<file path="src/rtl/spi_responder.sv">
// spi_responder: SPI mode-0 responder clocked entirely by clk_52.
// SS/SCLK/MOSI are synchronized into clk_52 and edge-detected there, so the
// SPI clock must stay at or below clk_52/8.
// Ports:
//   clk_52, RESET_N        system clock, async-assert active-low reset
//   SS, SCLK, MOSI, MISO   SPI bus (card-side master drives SS/SCLK/MOSI)
//   INT                    registered (rx_valid | irq_req)
//   tx_data/valid/ready    one-byte TX holding register, valid/ready handshake
//   rx_data/valid/ready    RX FIFO head, valid/ready pop handshake
//   irq_req                local interrupt request
//   status, status_clr     sticky {aborted_byte, tx_underrun, rx_overflow}
module spi_responder #(
    parameter int RX_DEPTH = 4
) (
    input  logic       clk_52,
    input  logic       RESET_N,
    input  logic       SS,
    input  logic       SCLK,
    input  logic       MOSI,
    output logic       MISO,
    output logic       INT,
    input  logic [7:0] tx_data,
    input  logic       tx_valid,
    output logic       tx_ready,
    output logic [7:0] rx_data,
    output logic       rx_valid,
    input  logic       rx_ready,
    input  logic       irq_req,
    output logic [2:0] status,
    input  logic       status_clr
);
    localparam int AW = $clog2(RX_DEPTH);
    localparam logic [AW:0] PTR_ONE = 1;

    typedef enum logic [1:0] {IDLE, LOAD, SHIFT} state_t;

    state_t      state, state_nxt;
    logic [2:0]  ss_q, sclk_q;
    logic [1:0]  mosi_q;
    logic [1:0]  fill;
    logic        armed;
    logic [7:0]  tx_sr, rx_sr, hold_data;
    logic        hold_full;
    logic [2:0]  bit_cnt;
    logic        push_pend;
    logic        int_q;
    logic [7:0]  mem [RX_DEPTH];
    logic [AW:0] wptr, rptr;

    // Edge detection on the synchronized value ([1]) vs. its delayed copy ([2]).
    // A falling SS only counts once the responder has seen SS high after reset,
    // so a reset released in the middle of a frame does not start a bogus one.
    logic ss_fall, ss_rise, sclk_rise, sclk_fall;
    assign ss_fall   = armed & ss_q[2] & ~ss_q[1];
    assign ss_rise   = ~ss_q[2] & ss_q[1];
    assign sclk_rise = ~sclk_q[2] & sclk_q[1];
    assign sclk_fall = sclk_q[2] & ~sclk_q[1];

    logic in_shift, tx_load, tx_shift, rx_shift, abort, tx_accept;
    assign in_shift  = (state == SHIFT);
    // Bit counter at 0 on a falling edge means a byte just completed: reload
    // instead of shifting. No falling edge precedes the first rise in mode 0.
    assign tx_load   = (state == LOAD) | (in_shift & ~ss_rise & sclk_fall & (bit_cnt == 3'd0));
    assign tx_shift  = in_shift & ~ss_rise & sclk_fall & (bit_cnt != 3'd0);
    assign rx_shift  = in_shift & ~ss_rise & sclk_rise;
    assign abort     = in_shift & ss_rise & (bit_cnt != 3'd0);
    assign tx_accept = tx_valid & ~hold_full;

    logic empty, full, pop, push_ok, ovf;
    assign empty   = (wptr == rptr);
    assign full    = (wptr[AW] != rptr[AW]) & (wptr[AW-1:0] == rptr[AW-1:0]);
    assign pop     = ~empty & rx_ready;
    // A pop in the same cycle frees the slot, so a full FIFO still accepts.
    assign push_ok = push_pend & (~full | pop);
    assign ovf     = push_pend & full & ~pop;

    assign MISO     = ~ss_q[1] & tx_sr[7];
    assign INT      = int_q;
    assign tx_ready = ~hold_full;
    assign rx_valid = ~empty;
    assign rx_data  = empty ? 8'h00 : mem[rptr[AW-1:0]];

    always_comb begin
        state_nxt = state;
        case (state)
            IDLE:    if (ss_fall) state_nxt = LOAD;
            LOAD:    state_nxt = SHIFT;
            SHIFT:   if (ss_rise) state_nxt = IDLE;
            default: state_nxt = IDLE;
        endcase
    end

    always_ff @(posedge clk_52 or negedge RESET_N) begin
        if (!RESET_N) begin
            state     <= IDLE;
            ss_q      <= 3'b111;
            sclk_q    <= 3'b000;
            mosi_q    <= 2'b00;
            fill      <= 2'b00;
            armed     <= 1'b0;
            tx_sr     <= 8'h00;
            rx_sr     <= 8'h00;
            hold_data <= 8'h00;
            hold_full <= 1'b0;
            bit_cnt   <= 3'd0;
            push_pend <= 1'b0;
            int_q     <= 1'b0;
            wptr      <= '0;
            rptr      <= '0;
            status    <= 3'b000;
        end else begin
            state  <= state_nxt;
            ss_q   <= {ss_q[1:0], SS};
            sclk_q <= {sclk_q[1:0], SCLK};
            mosi_q <= {mosi_q[0], MOSI};
            // fill[1] marks that ss_q[1] now holds a real sample of SS.
            fill   <= {fill[0], 1'b1};
            armed  <= armed | (fill[1] & ss_q[1]);

            if (tx_load)
                tx_sr <= hold_full ? hold_data : 8'hFF;
            else if (tx_shift)
                tx_sr <= {tx_sr[6:0], 1'b0};

            // A load and an accept in one cycle: the load sees the old
            // (empty) register, the new byte lands and stays.
            if (tx_accept) begin
                hold_data <= tx_data;
                hold_full <= 1'b1;
            end else if (tx_load) begin
                hold_full <= 1'b0;
            end

            if (abort) begin
                bit_cnt <= 3'd0;
            end else if (rx_shift) begin
                rx_sr   <= {rx_sr[6:0], mosi_q[1]};
                bit_cnt <= bit_cnt + 3'd1;
            end
            push_pend <= rx_shift & (bit_cnt == 3'd7);

            if (push_ok) wptr <= wptr + PTR_ONE;
            if (pop)     rptr <= rptr + PTR_ONE;

            int_q  <= ~empty | irq_req;
            // Setting events take priority over a coincident clear.
            status <= (status & ~{3{status_clr}}) | {abort, tx_load & ~hold_full, ovf};
        end
    end

    // FIFO storage needs no reset: rx_data is forced to 0 while empty.
    always_ff @(posedge clk_52) begin
        if (push_ok) mem[wptr[AW-1:0]] <= rx_sr;
    end
endmodule
</file>
<file path="config.mk">
export PLATFORM = sky130hd
export DESIGN_NAME = spi_responder
export DESIGN_NICKNAME = d
export VERILOG_FILES = /design/src/rtl/spi_responder.sv
export SDC_FILE = /design/constraint.sdc
export NUM_CORES = 1
export LEC_CHECK = 0
export BUFFER_PORTS_ARGS = -buffer_cell sky130_fd_sc_hd__buf_2
export CAP_MARGIN = 25
export CELL_PAD_IN_SITES_DETAIL_PLACEMENT = 2
export CELL_PAD_IN_SITES_GLOBAL_PLACEMENT = 2
export CORE_UTILIZATION = 42
export DETAILED_ROUTE_END_ITERATION = 7
export GPL_ROUTABILITY_DRIVEN = 0
export MAX_ROUTING_LAYER = met4
export PLACE_DENSITY_LB_ADDON = 0.15
export REMOVE_ABC_BUFFERS = 1
export SYNTH_ARGS = -nofsm -noshare
export SYNTH_HDL_FRONTEND = slang
export SYNTH_SLANG_ARGS = --single-unit
</file>
<file path="constraint.sdc">
create_clock -name clk_52 -period 2.2 [get_ports clk_52]
set_input_delay 0.22 -clock clk_52 [delete_from_list [all_inputs] [get_ports clk_52]]
set_output_delay 0.22 -clock clk_52 [all_outputs]
set_load 0.03 [all_outputs]
</file>
==> out/qor.yml, run 1 <==
status: "complete, no violations"
synth_top_area_cell: "dfrtp_1"
p_comb_share_pct: 33.6
htreeDepth: 3
ys_types: 46
relSlewSlack_pct: 54.1
fp.dieArea_um2: 8730
cp.required_ns: 1.98
nNetsFinal: 299
hold_viol: 0
setup_viol: 0
syn_area_um2: 3510
pin_count: 32
hp-start: "irq_req"
clk_pin_slew_ns: 0.08
synth_enable_flop_cells: 32
ys.flop_type: "dfrtp_1"
powerDensity_nw_per_um2: 1210
finalClockSkew_ns: 0.0128
start_util_pct: 44.5
synth_commonest_cells: "dfrtp_1, edfxtp_1, mux2_2"
ys_ff_latch: 84
p_leak_uw: 0.00165
r2r-start: "wptr[0]"
syn_area_per_cell_um2: 15.1
row_count: 32
hold_end: "INT"
synthTopCellsByArea: "dfrtp_1, edfxtp_1, mux2_2"
critPathKind: "reg2out"
wl_per_cell_um: 19.1
drt-vias-per-instance: 5.49
netlist.area_leader.share_pct: 34.9
antenna_found_initial: 0
dpl_worst_slack_ns: 0.385
r2r_cells: 3
cts_tree: "yes"
num_vias: 2093
core_area_um2: 7890
clk_latency_ns: 0.35
overflow: 0
grt_max_degree: 31
drive_above_1_share_pct: 31.5
crit_path_end_kind: "output pin"
postCtsSetupBuffers: 0
yosysSeqAreaShare_pct: 64.6
antenna_left: 0
worst_slack_ns: 0.159
synth_cells: 232
hold_class: "in2reg"
clock_path_buffers: 2
wl_um: 7280
cp_max_fo: 10
diodes: 0
min_period_over_period_pct: 92.8
cts_buffers: 9
hpwlAfterDp_um: 5170
reg2reg_setup_slack_ns: 0.30
numPortBuffers: 31
grt_pass1_vias: 2303
crit_arrival_ns: 1.82
grt_first_pass_wirelength_um: 12200
dr.pass1.iters: 4
r2r_end: "mem[3][3]"
p_seq_share_pct: 43.5
switchingPower_uw: 1740
die_y_um: 93.4
fp.dieW_um: 93.4
fmaxAchievable_ghz: 0.490
clkPwrFrac_pct: 22.8
internal-power_uw: 3160
drv_slew: 0
min_path_cells: 2
post-route-util_pct: 51.3
period_needed_ns: 2.04
rsz0062_at_grt: "false"
tightest_slew_ns: 0.687
start_kind: "flop"
critPathLaunch: "rptr[0]"
grt_use_total_pct: 19.2
root_buffer: "clkbuf_8"
max_cap_violations: 0
yosys_warnings: 0
dr.first_iter.drc_count: 88
cts_sinks: 84
ir_worst_vdd_mv: 0.486
area_growth_pct: 15.3
switching_share_pct: 35.4
drc: 0
ys_async_sr_fraction_pct: 61.9
tns_ns: 0
yosys.cell_count.top_type: "dfrtp_1"
==> final cells by class <==
cell class              instances  area (um^2)
inverters                       9         33.8
fillers                       753         3840
clock inverters                 5         60.1
clock buffers                  11          141
well taps                     102          128
flip-flops and latches         84         2270
repair buffers                 41          253
multi-input cells             129         1160
==> power groups by stage <==
stage               Clock [uW]  Combinational [uW]  Sequential, uW
floorplan                    0                1110            2160
global placement             0                1590            2150
detailed placement           0                1650            2170
CTS                       1140                1660            2140
global route              1200                1810            2170
finish                    1120                1650            2130
==> worst max-delay path by stage <==
| stage | slack, ns | to |
|---|---|---|
| after floorplan | 0.30 | mem[0][0] |
| after global placement | 0.44 | mem[0][3] |
| after detailed placement | 0.39 | rx_valid |
| after CTS | 0.005 | rx_valid |
| after global routing | 0.008 | rx_data[4] |
| final | 0.16 | rx_data[0] |
==> cell families after synthesis <==
group	synth area share, %
flops	64.6
other cells	0.107
buf+inv	2.42
xor+xnor	1.96
simple gates	8.02
fa+ha+maj	2.85
compound gates	8.88
mux	11.2
==> placed cells by master (no fill, tap or decap), types with 4 or more instances in the layout <==
cell,n
clkbuf_8,10
nor2b_1,15
dlygate4sd3_1,4
o311ai_0,8
ha_1,8
nand2b_1,6
nor3_1,8
and3_2,4
a211oi_1,7
buf_2,31
edfxtp_1,32
xnor2_1,4
mux2_2,17
inv_1,8
o31ai_1,9
dfrtp_1,49
buf_4,5
o21ai_0,5
mux4_2,8
==> metrics by stage <==
stage / cells / area (um^2) / total power, uW / hold slack, ns
final: 381 / 4050 / 4900 / 0.0766
after CTS: 381 / 4040 / 4950 / 0.0699
after global placement: 361 / 3800 / 3740 / 0.266
after global routing: 381 / 4050 / 5190 / 0.0646
after floorplan: 222 / 3460 / 3280 / -0.0756
after detailed placement: 361 / 3800 / 3810 / 0.257
==> critical path, cell delays in order, from the launching register on <==
cell and delay, ns:
dfrtp_1 0.38, buf_4 0.24, mux4_2 0.52, nor2b_1 0.14, buf_2 0.19
==> state kept, by name (all words and copies together), names as in the netlist, 3 cells and up <==
signal     flops
tx_sr          8
status         3
rptr           3
bit_cnt        3
rx_sr          8
wptr           3
sclk_q         3
hold_data      8
mem           32
ss_q           3
==> routing by layer <==
layer,vias to the layer above,wire [um],GRT usage (%)
li1,957,-,-
met1,1100,3110,23.2
met2,30,3880,33.4
met3,6,240,4.15
met4,0,50,4.23
met5,-,0,-
==> repair_timing <==
action / CTS / global route
resized for setup: 0 / 1
setup endpoints to repair: 0 / 9
hold buffers: 4 / 0
hold endpoints to repair: 25 / 0
Note: power is estimated with default switching activity, not from simulation.
==> run 2: changes to the inputs <==
- CELL_PAD_IN_SITES_DETAIL_PLACEMENT: 2 -> 1
- CELL_PAD_IN_SITES_GLOBAL_PLACEMENT: 2 -> 1
- CORE_UTILIZATION: 42 -> 45
- clock period: 2.2 -> 2.28 ns (I/O delays scaled with it)
==> run 2 against run 1 <==
Compared with the run above: clock skew decreased by 0.0064 ns; design area fell by 0.31%; sequential share of layout area increased by 0.17 points; combinational power fell by 4%; sequential power decreased by 4%; flip-flop and latch count unchanged; die area shrank 6.5%; via count down 1.5%; power shrank 5.1%; worst hold slack lost 0.0051 ns; first-iteration DRC count decreased by 36%; critical endpoint is now rx_data[1]; highest routed layer unchanged.
==> out/qor.yml, run 2 (synthesis results as in run 1) <==
status: "complete, no violations"
relSlewSlack_pct: 52.2  # -1.9 points
diodes: 0  # unchanged
min_period_over_period_pct: 88.8
antenna_found_initial: 0  # unchanged
wl_per_cell_um: 17.6  # -7.7%
area_growth_pct: 14.9
grt_pass1_vias: 2208  # -4.1%
dp_cells: 360  # -0.28%
clock_path_buffers: 2  # unchanged
critPathKind: "reg2out"
dr.pass1.iters: 4  # unchanged
row_count: 31  # -3.1%
largest_reg_flops: 32  # unchanged
cp_max_fo: 10  # unchanged
stdcell_count: 380  # -0.26%
post-route-util_pct: 54.5  # +3.1 points
n_fill_cell: 732  # -2.8%
drv_slew: 0  # unchanged
die_y_um: 90.3  # -3.3%
start_util_pct: 47.4  # +2.9 points
clk_pin_slew_ns: 0.08  # about the same
cts_sinks: 84  # unchanged
fp.dieW_um: 90.3  # -3.3%
root_buffer: "clkbuf_8"
clk_latency_ns: 0.35  # about the same
drive_above_1_share_pct: 31.7  # +0.13 points
core_area_um2: 7410  # -6.1%
layout_common_cells: "dfrtp_1, edfxtp_1, buf_2"
rsz0062_at_grt: "false"
critPathBufInv: 2  # unchanged
fmaxAchievable_ghz: 0.494
start_kind: "flop"
dr.first_iter.drc_count: 56  # -36%
htreeDepth: 3  # unchanged
cp_slowest_cell: "dfrtp_1"
setup_viol: 0  # unchanged
dpl_cell_area_um2: 3810  # +0.30%
max_cap_violations: 0  # unchanged
cp_top_family: "flip-flops"
grt_use_total_pct: 19.0  # -0.25 points
cpPeakStageDelay_ns: 0.45  # -0.07 ns
cts_hold_buffers: 4  # unchanged
finalInstanceArea_um2: 4030  # -0.31%
cts_tree: "yes"
overflow: 0  # unchanged
period_needed_ns: 2.03
numPortBuffers: 31  # unchanged
num_vias: 2062  # -1.5%
worst_slack_ns: 0.255  # +0.0956 ns
pin_count: 32  # unchanged
ir_worst_vdd_mv: 0.434  # -11%
postCtsSetupBuffers: 0  # unchanged
cp.required_ns: 2.05  # +0.07 ns
fp.dieArea_um2: 8160  # -6.5%
hold_viol: 0  # unchanged
p_leak_uw: 0.00165  # +0.21%
ctsResizeCount: 0  # unchanged
crit_arrival_ns: 1.80  # -0.02 ns
finalClockSkew_ns: 0.00648  # -0.00635 ns
wl_um: 6700  # -8.0%
dpl_worst_slack_ns: 0.468  # +0.0830 ns
drc: 0  # unchanged
drt-vias-per-instance: 5.43  # -1.2%
grt_max_degree: 30  # -3.2%
cts_buffers: 9  # unchanged
powerDensity_nw_per_um2: 1150  # -4.8%
hpwlAfterDp_um: 4660  # -9.9%
tns_ns: 0  # unchanged
hold_class: "in2reg"
nNetsFinal: 301  # +0.67%
tightest_slew_ns: 0.716  # +0.0289 ns
critical_path.cell_chain: "xor2_1 > nor3_2 > buf_4 > nor2b_1 > buf_2"
mostFrequentLayoutCell: "dfrtp_1"
antenna_left: 0  # unchanged
grt_first_pass_wirelength_um: 11400  # -6.1%
crit_path_end_kind: "output pin"
run 2: cell count changes in the layout (fill, tap and decap cells not counted):
cell,change
nor3_2,+1
inv_6,-1
clkinv_2,+2
clkinv_1,+1
clkbuf_8,-1
nor3_4,-1
buf_4,+2
clkinv_4,-1
run 2: path summary, 6_finish.rpt:
path                          from  slack (ns)            to  cells after the start
max in group asynchronous  RESET_N        1.27  hold_data[2]                      3
hold reg to reg            fill[0]        0.35       fill[1]                      0
hold / removal             irq_req        0.07           INT                      2
setup / recovery           wptr[0]        0.25    rx_data[1]                      5
min in group asynchronous  RESET_N        0.42      rx_sr[2]                      2
setup reg to reg           wptr[1]        0.47     mem[1][6]                      3
run 2: layout make-up:
cell class | instances | area, um^2 | area share, %
flip-flops and latches | 84 | 2270 | 56.2
clock buffers | 10 | 128 | 3.16
multi-input cells | 129 | 1160 | 28.7
inverters | 9 | 33.8 | 0.837
well taps | 99 | 124 | 3.07
repair buffers | 43 | 268 | 6.64
clock inverters | 6 | 56.3 | 1.40
run 2: worst register-to-register path, cell delays in order (launching register included):
cell and delay (ns):
dfrtp_1 0.46, xor2_2 0.22, or4_4 0.55, and3_2 0.33
run 2: per-stage QoR:
step | hold slack, ns | total power, uW
after global placement | 0.279 | 3630
after floorplan | -0.0676 | 3160
after detailed placement | 0.287 | 3690
after global routing | 0.0637 | 4940
after CTS | 0.0585 | 4720
final | 0.0715 | 4650
run 2: report_power, final:
group          total (uW)  internal (uW)  leakage [uW]  switching, uW
sequential           2050           1860      0.000930            191
clock                1010            497     0.0000935            514
combinational        1590            681      0.000626            911
total                4650           3040       0.00165           1610
run 2: metal layers:
metal	vias to the layer above	global-route usage, %	wire length [um]
li1	965	-	-
met1	1049	23.4	3010
met2	35	30.3	3370
met3	13	2.78	172
met4	0	10.5	141
met5	-	-	0
